### src/rtl/snake_pkg.sv
// snake_pkg: NEC key codes, decoder state encoding and tick-window limits
// shared by the IR decoder and the game logic.
package snake_pkg;

    localparam logic [31:0] UP    = 32'h20DF6A95;
    localparam logic [31:0] DOWN  = 32'h20DFEA15;
    localparam logic [31:0] LEFT  = 32'h20DF1AE5;
    localparam logic [31:0] RIGHT = 32'h20DF9A65;

    typedef enum logic [2:0] {
        IDLE,
        LEAD_MARK,
        LEAD_SPACE,
        BIT_MARK,
        BIT_SPACE,
        STOP_MARK
    } nec_state_t;

    localparam logic [10:0] CNT_MAX       = 11'd2047;
    localparam logic [10:0] LEAD_MARK_MIN = 11'd800;
    localparam logic [10:0] LEAD_MARK_MAX = 11'd1000;
    localparam logic [10:0] LEAD_DATA_MIN = 11'd400;
    localparam logic [10:0] LEAD_DATA_MAX = 11'd500;
    localparam logic [10:0] LEAD_RPT_MIN  = 11'd180;
    localparam logic [10:0] LEAD_RPT_MAX  = 11'd270;
    localparam logic [10:0] MARK_MIN      = 11'd40;
    localparam logic [10:0] MARK_MAX      = 11'd75;
    localparam logic [10:0] ZERO_MIN      = 11'd40;
    localparam logic [10:0] ZERO_MAX      = 11'd75;
    localparam logic [10:0] ONE_MIN       = 11'd140;
    localparam logic [10:0] ONE_MAX       = 11'd195;

    function automatic logic in_win(input logic [10:0] v, input logic [10:0] lo, input logic [10:0] hi);
        return v >= lo && v <= hi;
    endfunction

    // Bytes are MSB-first: byte0 = w[31:24] ... byte3 = w[7:0].
    function automatic logic frame_ok(input logic [31:0] w, input logic chk_addr);
        return (w[7:0] == ~w[15:8]) && (!chk_addr || w[23:16] == ~w[31:24]);
    endfunction

endpackage

### src/rtl/nec_ir_decoder_tick_gen.sv
// tick_gen: free-running prescaler, one-clk tick every TICK_DIV clocks.
module tick_gen #(
    parameter int TICK_DIV = 500
) (
    input  logic clk,
    input  logic reset,
    output logic tick
);
    localparam int W = TICK_DIV > 1 ? $clog2(TICK_DIV) : 1;

    logic [W-1:0] cnt;
    logic         wrap;

    assign wrap = cnt == W'(TICK_DIV - 1);

    always_ff @(posedge clk or posedge reset)
        if (reset) begin
            cnt  <= '0;
            tick <= 1'b0;
        end else begin
            tick <= wrap;
            cnt  <= wrap ? '0 : cnt + W'(1);
        end

endmodule

### src/rtl/nec_ir_decoder.sv
// nec_ir_decoder: decodes NEC IR frames into a held 32-bit key code with
// one-clk valid / repeat_f / error pulses.
module nec_ir_decoder
    import snake_pkg::*;
#(
    parameter int TICK_DIV   = 500,
    parameter bit CHECK_ADDR = 1'b0
) (
    input  logic        clk,
    input  logic        reset,
    input  logic        ir_in,
    output logic [31:0] code,
    output logic        valid,
    output logic        repeat_f,
    output logic        error
);
    logic        sync1, sync2, prev, tick, fall, rise, bit_one, bit_ok;
    logic [10:0] cnt;
    logic [31:0] shift, word;
    logic [4:0]  bitcnt;
    nec_state_t  state;

    tick_gen #(.TICK_DIV(TICK_DIV)) u_tick (
        .clk  (clk),
        .reset(reset),
        .tick (tick)
    );

    // Reset to the idle-high level so releasing reset never looks like a fall.
    always_ff @(posedge clk or posedge reset)
        if (reset) {sync1, sync2, prev} <= 3'b111;
        else {sync1, sync2, prev} <= {ir_in, sync1, sync2};

    assign fall = prev & ~sync2;
    assign rise = ~prev & sync2;

    always_ff @(posedge clk or posedge reset)
        if (reset) cnt <= '0;
        else if (fall || rise) cnt <= '0;
        else if (tick && cnt != CNT_MAX) cnt <= cnt + 11'd1;

    assign bit_one = in_win(cnt, ONE_MIN, ONE_MAX);
    assign bit_ok  = bit_one || in_win(cnt, ZERO_MIN, ZERO_MAX);
    assign word    = {shift[30:0], bit_one};

    always_ff @(posedge clk or posedge reset)
        if (reset) begin
            state    <= IDLE;
            shift    <= '0;
            bitcnt   <= '0;
            code     <= '0;
            valid    <= 1'b0;
            repeat_f <= 1'b0;
            error    <= 1'b0;
        end else begin
            valid    <= 1'b0;
            repeat_f <= 1'b0;
            error    <= 1'b0;
            case (state)
                IDLE: if (fall) state <= LEAD_MARK;
                LEAD_MARK:
                    if (rise && in_win(cnt, LEAD_MARK_MIN, LEAD_MARK_MAX)) state <= LEAD_SPACE;
                    else if (rise || cnt > LEAD_MARK_MAX) begin
                        error <= 1'b1;
                        state <= IDLE;
                    end
                LEAD_SPACE:
                    if (fall && in_win(cnt, LEAD_DATA_MIN, LEAD_DATA_MAX)) begin
                        bitcnt <= '0;
                        state  <= BIT_MARK;
                    end else if (fall && in_win(cnt, LEAD_RPT_MIN, LEAD_RPT_MAX)) begin
                        repeat_f <= 1'b1;
                        state    <= STOP_MARK;
                    end else if (fall || cnt > LEAD_DATA_MAX) begin
                        error <= 1'b1;
                        state <= IDLE;
                    end
                BIT_MARK:
                    if (rise && in_win(cnt, MARK_MIN, MARK_MAX)) state <= BIT_SPACE;
                    else if (rise || cnt > MARK_MAX) begin
                        error <= 1'b1;
                        state <= IDLE;
                    end
                BIT_SPACE:
                    if (fall && bit_ok) begin
                        shift  <= word;
                        bitcnt <= bitcnt + 5'd1;
                        state  <= bitcnt == 5'd31 ? STOP_MARK : BIT_MARK;
                        if (bitcnt == 5'd31) begin
                            if (frame_ok(word, CHECK_ADDR)) begin
                                code  <= word;
                                valid <= 1'b1;
                            end else error <= 1'b1;
                        end
                    end else if (fall || cnt > ONE_MAX) begin
                        error <= 1'b1;
                        state <= IDLE;
                    end
                STOP_MARK: if (rise || cnt > MARK_MAX) state <= IDLE;
                default: state <= IDLE;
            endcase
        end

endmodule
### config.mk
export PLATFORM = sky130hd
export DESIGN_NAME = nec_ir_decoder
export DESIGN_NICKNAME = d
export VERILOG_FILES = /design/src/rtl/snake_pkg.sv /design/src/rtl/nec_ir_decoder_tick_gen.sv /design/src/rtl/nec_ir_decoder.sv
export SDC_FILE = /design/constraint.sdc
export NUM_CORES = 1
export LEC_CHECK = 0
export ABC_CLOCK_PERIOD_IN_PS = 2800
export CORE_UTILIZATION = 53
export CTS_CLUSTER_SIZE = 10
export DETAILED_ROUTE_END_ITERATION = 10
export PLACE_DENSITY = 0.85
export RECOVER_POWER = 25
export SLEW_MARGIN = 20
export SYNTH_ARGS = -nofsm -noshare
export SYNTH_HDL_FRONTEND = slang
export SYNTH_HIERARCHICAL = 1
export SYNTH_SLANG_ARGS = --single-unit
### constraint.sdc
create_clock -name clk -period 2.8 [get_ports clk]
set_input_delay 0.56 -clock clk [delete_from_list [all_inputs] [get_ports clk]]
set_output_delay 0.56 -clock clk [all_outputs]
set_load 0.01 [all_outputs]
==> flow_summary.json <==
{
  "status": "finished, final reports clean",
  "worst_slew_pin_slew_ps": 1140,
  "timing.critical_path.buf_inv": 1,
  "first_iter_violations": 104,
  "synth_edf_count": 0,
  "power_frac_comb_pct": 4.2,
  "nNetsFinal": 435,
  "synth_cell_types": 69,
  "synth_top_family_by_area": "multiplexers",
  "ys_seq_area_share_pct": 50.8,
  "p_int_mw": 1.84,
  "met2_length_um": 4140,
  "cp_slowest_cell": "or3_2",
  "arrival_ps": 2810,
  "path_cells": "ha_1 -> nand3b_1 -> o211ai_2 -> a21oi_4 -> mux2i_1 -> or3_2 -> buf_12 -> mux2_1",
  "grt_start_max_net_pins": 89,
  "setup_viol": 0,
  "cp-start-kind": "flop",
  "clock_latency_ps": 360,
  "synthXorXnorAreaFrac_pct": 3.26,
  "die_area_um2": 9520,
  "syn_area_um2": 4840,
  "routed.top_layer": "met4",
  "crit_path_max_incr_delay_ps": 520,
  "syn2layout_area_growth_pct": 13.1,
  "ys_ff_latch": 98,
  "synth.avg_cell_area_um2": 12.4,
  "htreeDepth": 3,
  "power.net_switching_mw": 0.593,
  "post_cts_buffers": 0,
  "synth_compound_area_share_pct": 8.84,
  "grt_pass1_wl_um": 14500,
  "period_share_pct": 91.9,
  "synth_nets": 400,
  "final_antenna_net_count": 0,
  "dp_hpwl_um": 5890,
  "grt_overflow": 0,
  "grt_pass1_vias": 3038,
  "synth_mux_area_share_pct": 17.1,
  "die_w_um": 97.5,
  "post-route-min-period_ps": 2570,
  "critPathMaxFanout": 33,
  "wl_per_cell_um": 15.5,
  "io_buffers": 37,
  "routed_wl_um": 8320,
  "synthFlopType": "dfrtp_1",
  "rows": 34,
  "drc": 0,
  "coreArea_um2": 8760,
  "pin_count": 38,
  "required_ps": 3040,
  "via_count": 3065,
  "cts_hold_buf": 0,
  "hp-class": "reg2reg",
  "cts_tree": "built",
  "final_hold_viol_count": 0,
  "finClkSkew_ps": 12.6,
  "dieHeight_um": 97.5,
  "met1_length_um": 3820,
  "fill_cells": 669,
  "fmax_mhz": 389,
  "antenna-diode-count": 0,
  "drv_slew": 0,
  "drive_above_1_share_pct": 24.2,
  "synthesis.instances": 390,
  "path_clk_slew_ps": 90,
  "leakagePower_nw": 2.58,
  "switching_share_pct": 24.4,
  "start_util_pct": 55.2,
  "numCtsBuffers": 9,
  "rsz0062_at_grt": "false",
  "crit_family": "simple AND/OR/NAND/NOR gates",
  "cts_resized": 0,
  "drtPass1Iterations": 4,
  "cts_max_path_buffers": 2,
  "met3_length_um": 278,
  "ir_drop_v": 0.000309,
  "gp_congestion": 0.915,
  "crit_type": "reg2reg",
  "power_density_nw_per_um2": 444,
  "total_power_mw": 2.43,
  "relSlewSlack_pct": 23.8,
  "antenna_found_initial": 0,
  "p_seq_share_pct": 59.9,
  "pwr-share-clk_pct": 35.9,
  "grt_usage_pct": 18.7,
  "end_kind": "flop",
  "cts_root_buf": "clkbuf_8",
  "finalSetupTns_ps": 0,
  "ys_warn_count": 6,
  "synthSimpleGateAreaFrac_pct": 13.2,
  "numClockSinks": 98,
  "synthAdderAreaFrac_pct": 1.81,
  "synthArstFlopShare_pct": 100,
  "via_per_inst": 5.70,
  "maxCapViolCount": 0
}
[per-stage QoR]
step           hold WS, ps  cell area, um^2  worst slack, ps  std cells  util, %
3_3_place_gp           347             5290              310        522     60.4
4_1_cts                366             5480              226        538     62.6
6_report               370             5470              228        538     62.4
2_1_floorplan          345             4840              480        390        -
5_1_grt                377             5470             88.1        538     62.4
3_5_place_dp           353             5290              244        522     60.4
[metal layers]
| layer | vias up | global-route usage [%] |
|---|---|---|
| li1 | 1460 | - |
| met1 | 1535 | 25.4 |
| met3 | 9 | 4.53 |
| met2 | 61 | 30.4 |
| met4 | 0 | 4.30 |
| met5 | - | 0 |
[state kept, by name, summed over array words and instances, names as in the netlist]
name,flops
bitcnt,5
cnt,11
code,32
error,1
prev,1
repeat_f,1
shift,31
state,3
sync1,1
sync2,1
u_tick/cnt,9
u_tick/tick,1
valid,1
[cell usage after synthesis (3+ instances only)]
library cell	n	area, um^2
mux2_4	29	435
nand2_1	21	78.8
a31oi_1	5	31.3
or4_1	3	22.5
dfrtp_1	95	2380
xnor2_1	10	87.6
xor2_1	8	70.1
nand2b_1	7	43.8
mux2_1	3	33.8
nor2b_1	5	31.3
and2_1	8	50.1
clkbuf_1	8	30.0
a21oi_1	8	40.0
nand3_1	11	55.1
inv_1	15	56.3
nor4_1	5	31.3
nand3b_1	3	22.5
nand4_1	5	31.3
or3_1	3	18.8
a41oi_1	3	26.3
nor3_1	9	45.0
buf_12	3	60.1
o21ai_1	4	20.0
dfstp_2	3	78.8
ha_1	7	87.6
buf_2	6	30.0
o21ai_0	8	40.0
buf_6	5	56.3
mux2_2	30	338
nor2_1	10	37.5
[cells in the final DEF, fill, tap and decap left out, types with 3 or more instances in the layout]
cell type        count
and2_1               8
a21oi_1              8
dfrtp_1             95
nand3_1             11
nand2_1             21
mux2_1               3
o21ai_1              3
a31oi_1              5
nor2b_1              5
nor4_1               5
nor2_1              10
inv_1               14
nor3_1               9
ha_1                 7
mux2_2              30
nand2b_1             7
or4_1                3
clkbuf_8            10
buf_4                7
clkdlybuf4s50_1     35
xnor2_1             10
mux2_4              29
nand3b_1             3
a41oi_1              3
nand4_1              5
o21ai_0              8
xor2_1               8
[worst paths after layout]
path / endpoint / cells after the start / startpoint / slack [ps]
worst max register to register: code[29] / 8 / cnt[1] / 230
min in group asynchronous: u_tick/tick / 2 / reset / 680
worst min register to register: sync2 / 0 / sync1 / 370
worst min-delay path: sync2 / 0 / sync1 / 370
worst max-delay path: code[29] / 8 / cnt[1] / 230
max in group asynchronous: cnt[5] / 3 / reset / 970
[power groups by stage]
stage	Sequential, mW	Combinational [mW]	Clock [mW]
finish	1.45	0.102	0.871
global route	1.46	0.121	0.961
CTS	1.45	0.109	0.897
detailed placement	1.48	0.108	0
global placement	1.48	0.106	0
floorplan	1.46	0.0931	0
[logic make-up after synthesis]
| kind of cell | count (synthesis) |
|---|---|
| simple gates | 108 |
| flops | 98 |
| mux | 64 |
| compound gates | 56 |
| buf+inv | 39 |
| xor+xnor | 18 |
| fa+ha+maj | 7 |
[cell type report]
type	count	area, um^2	area share (%)
repair buffers	47	470	8.60
well taps	108	135	2.47
inverters	16	63.8	1.17
flip-flops and latches	98	2460	44.9
clock inverters	6	56.3	1.03
clock buffers	10	138	2.52
multi-input cells	253	2150	39.3
No activity file was read; power rests on OpenSTA's default activity.
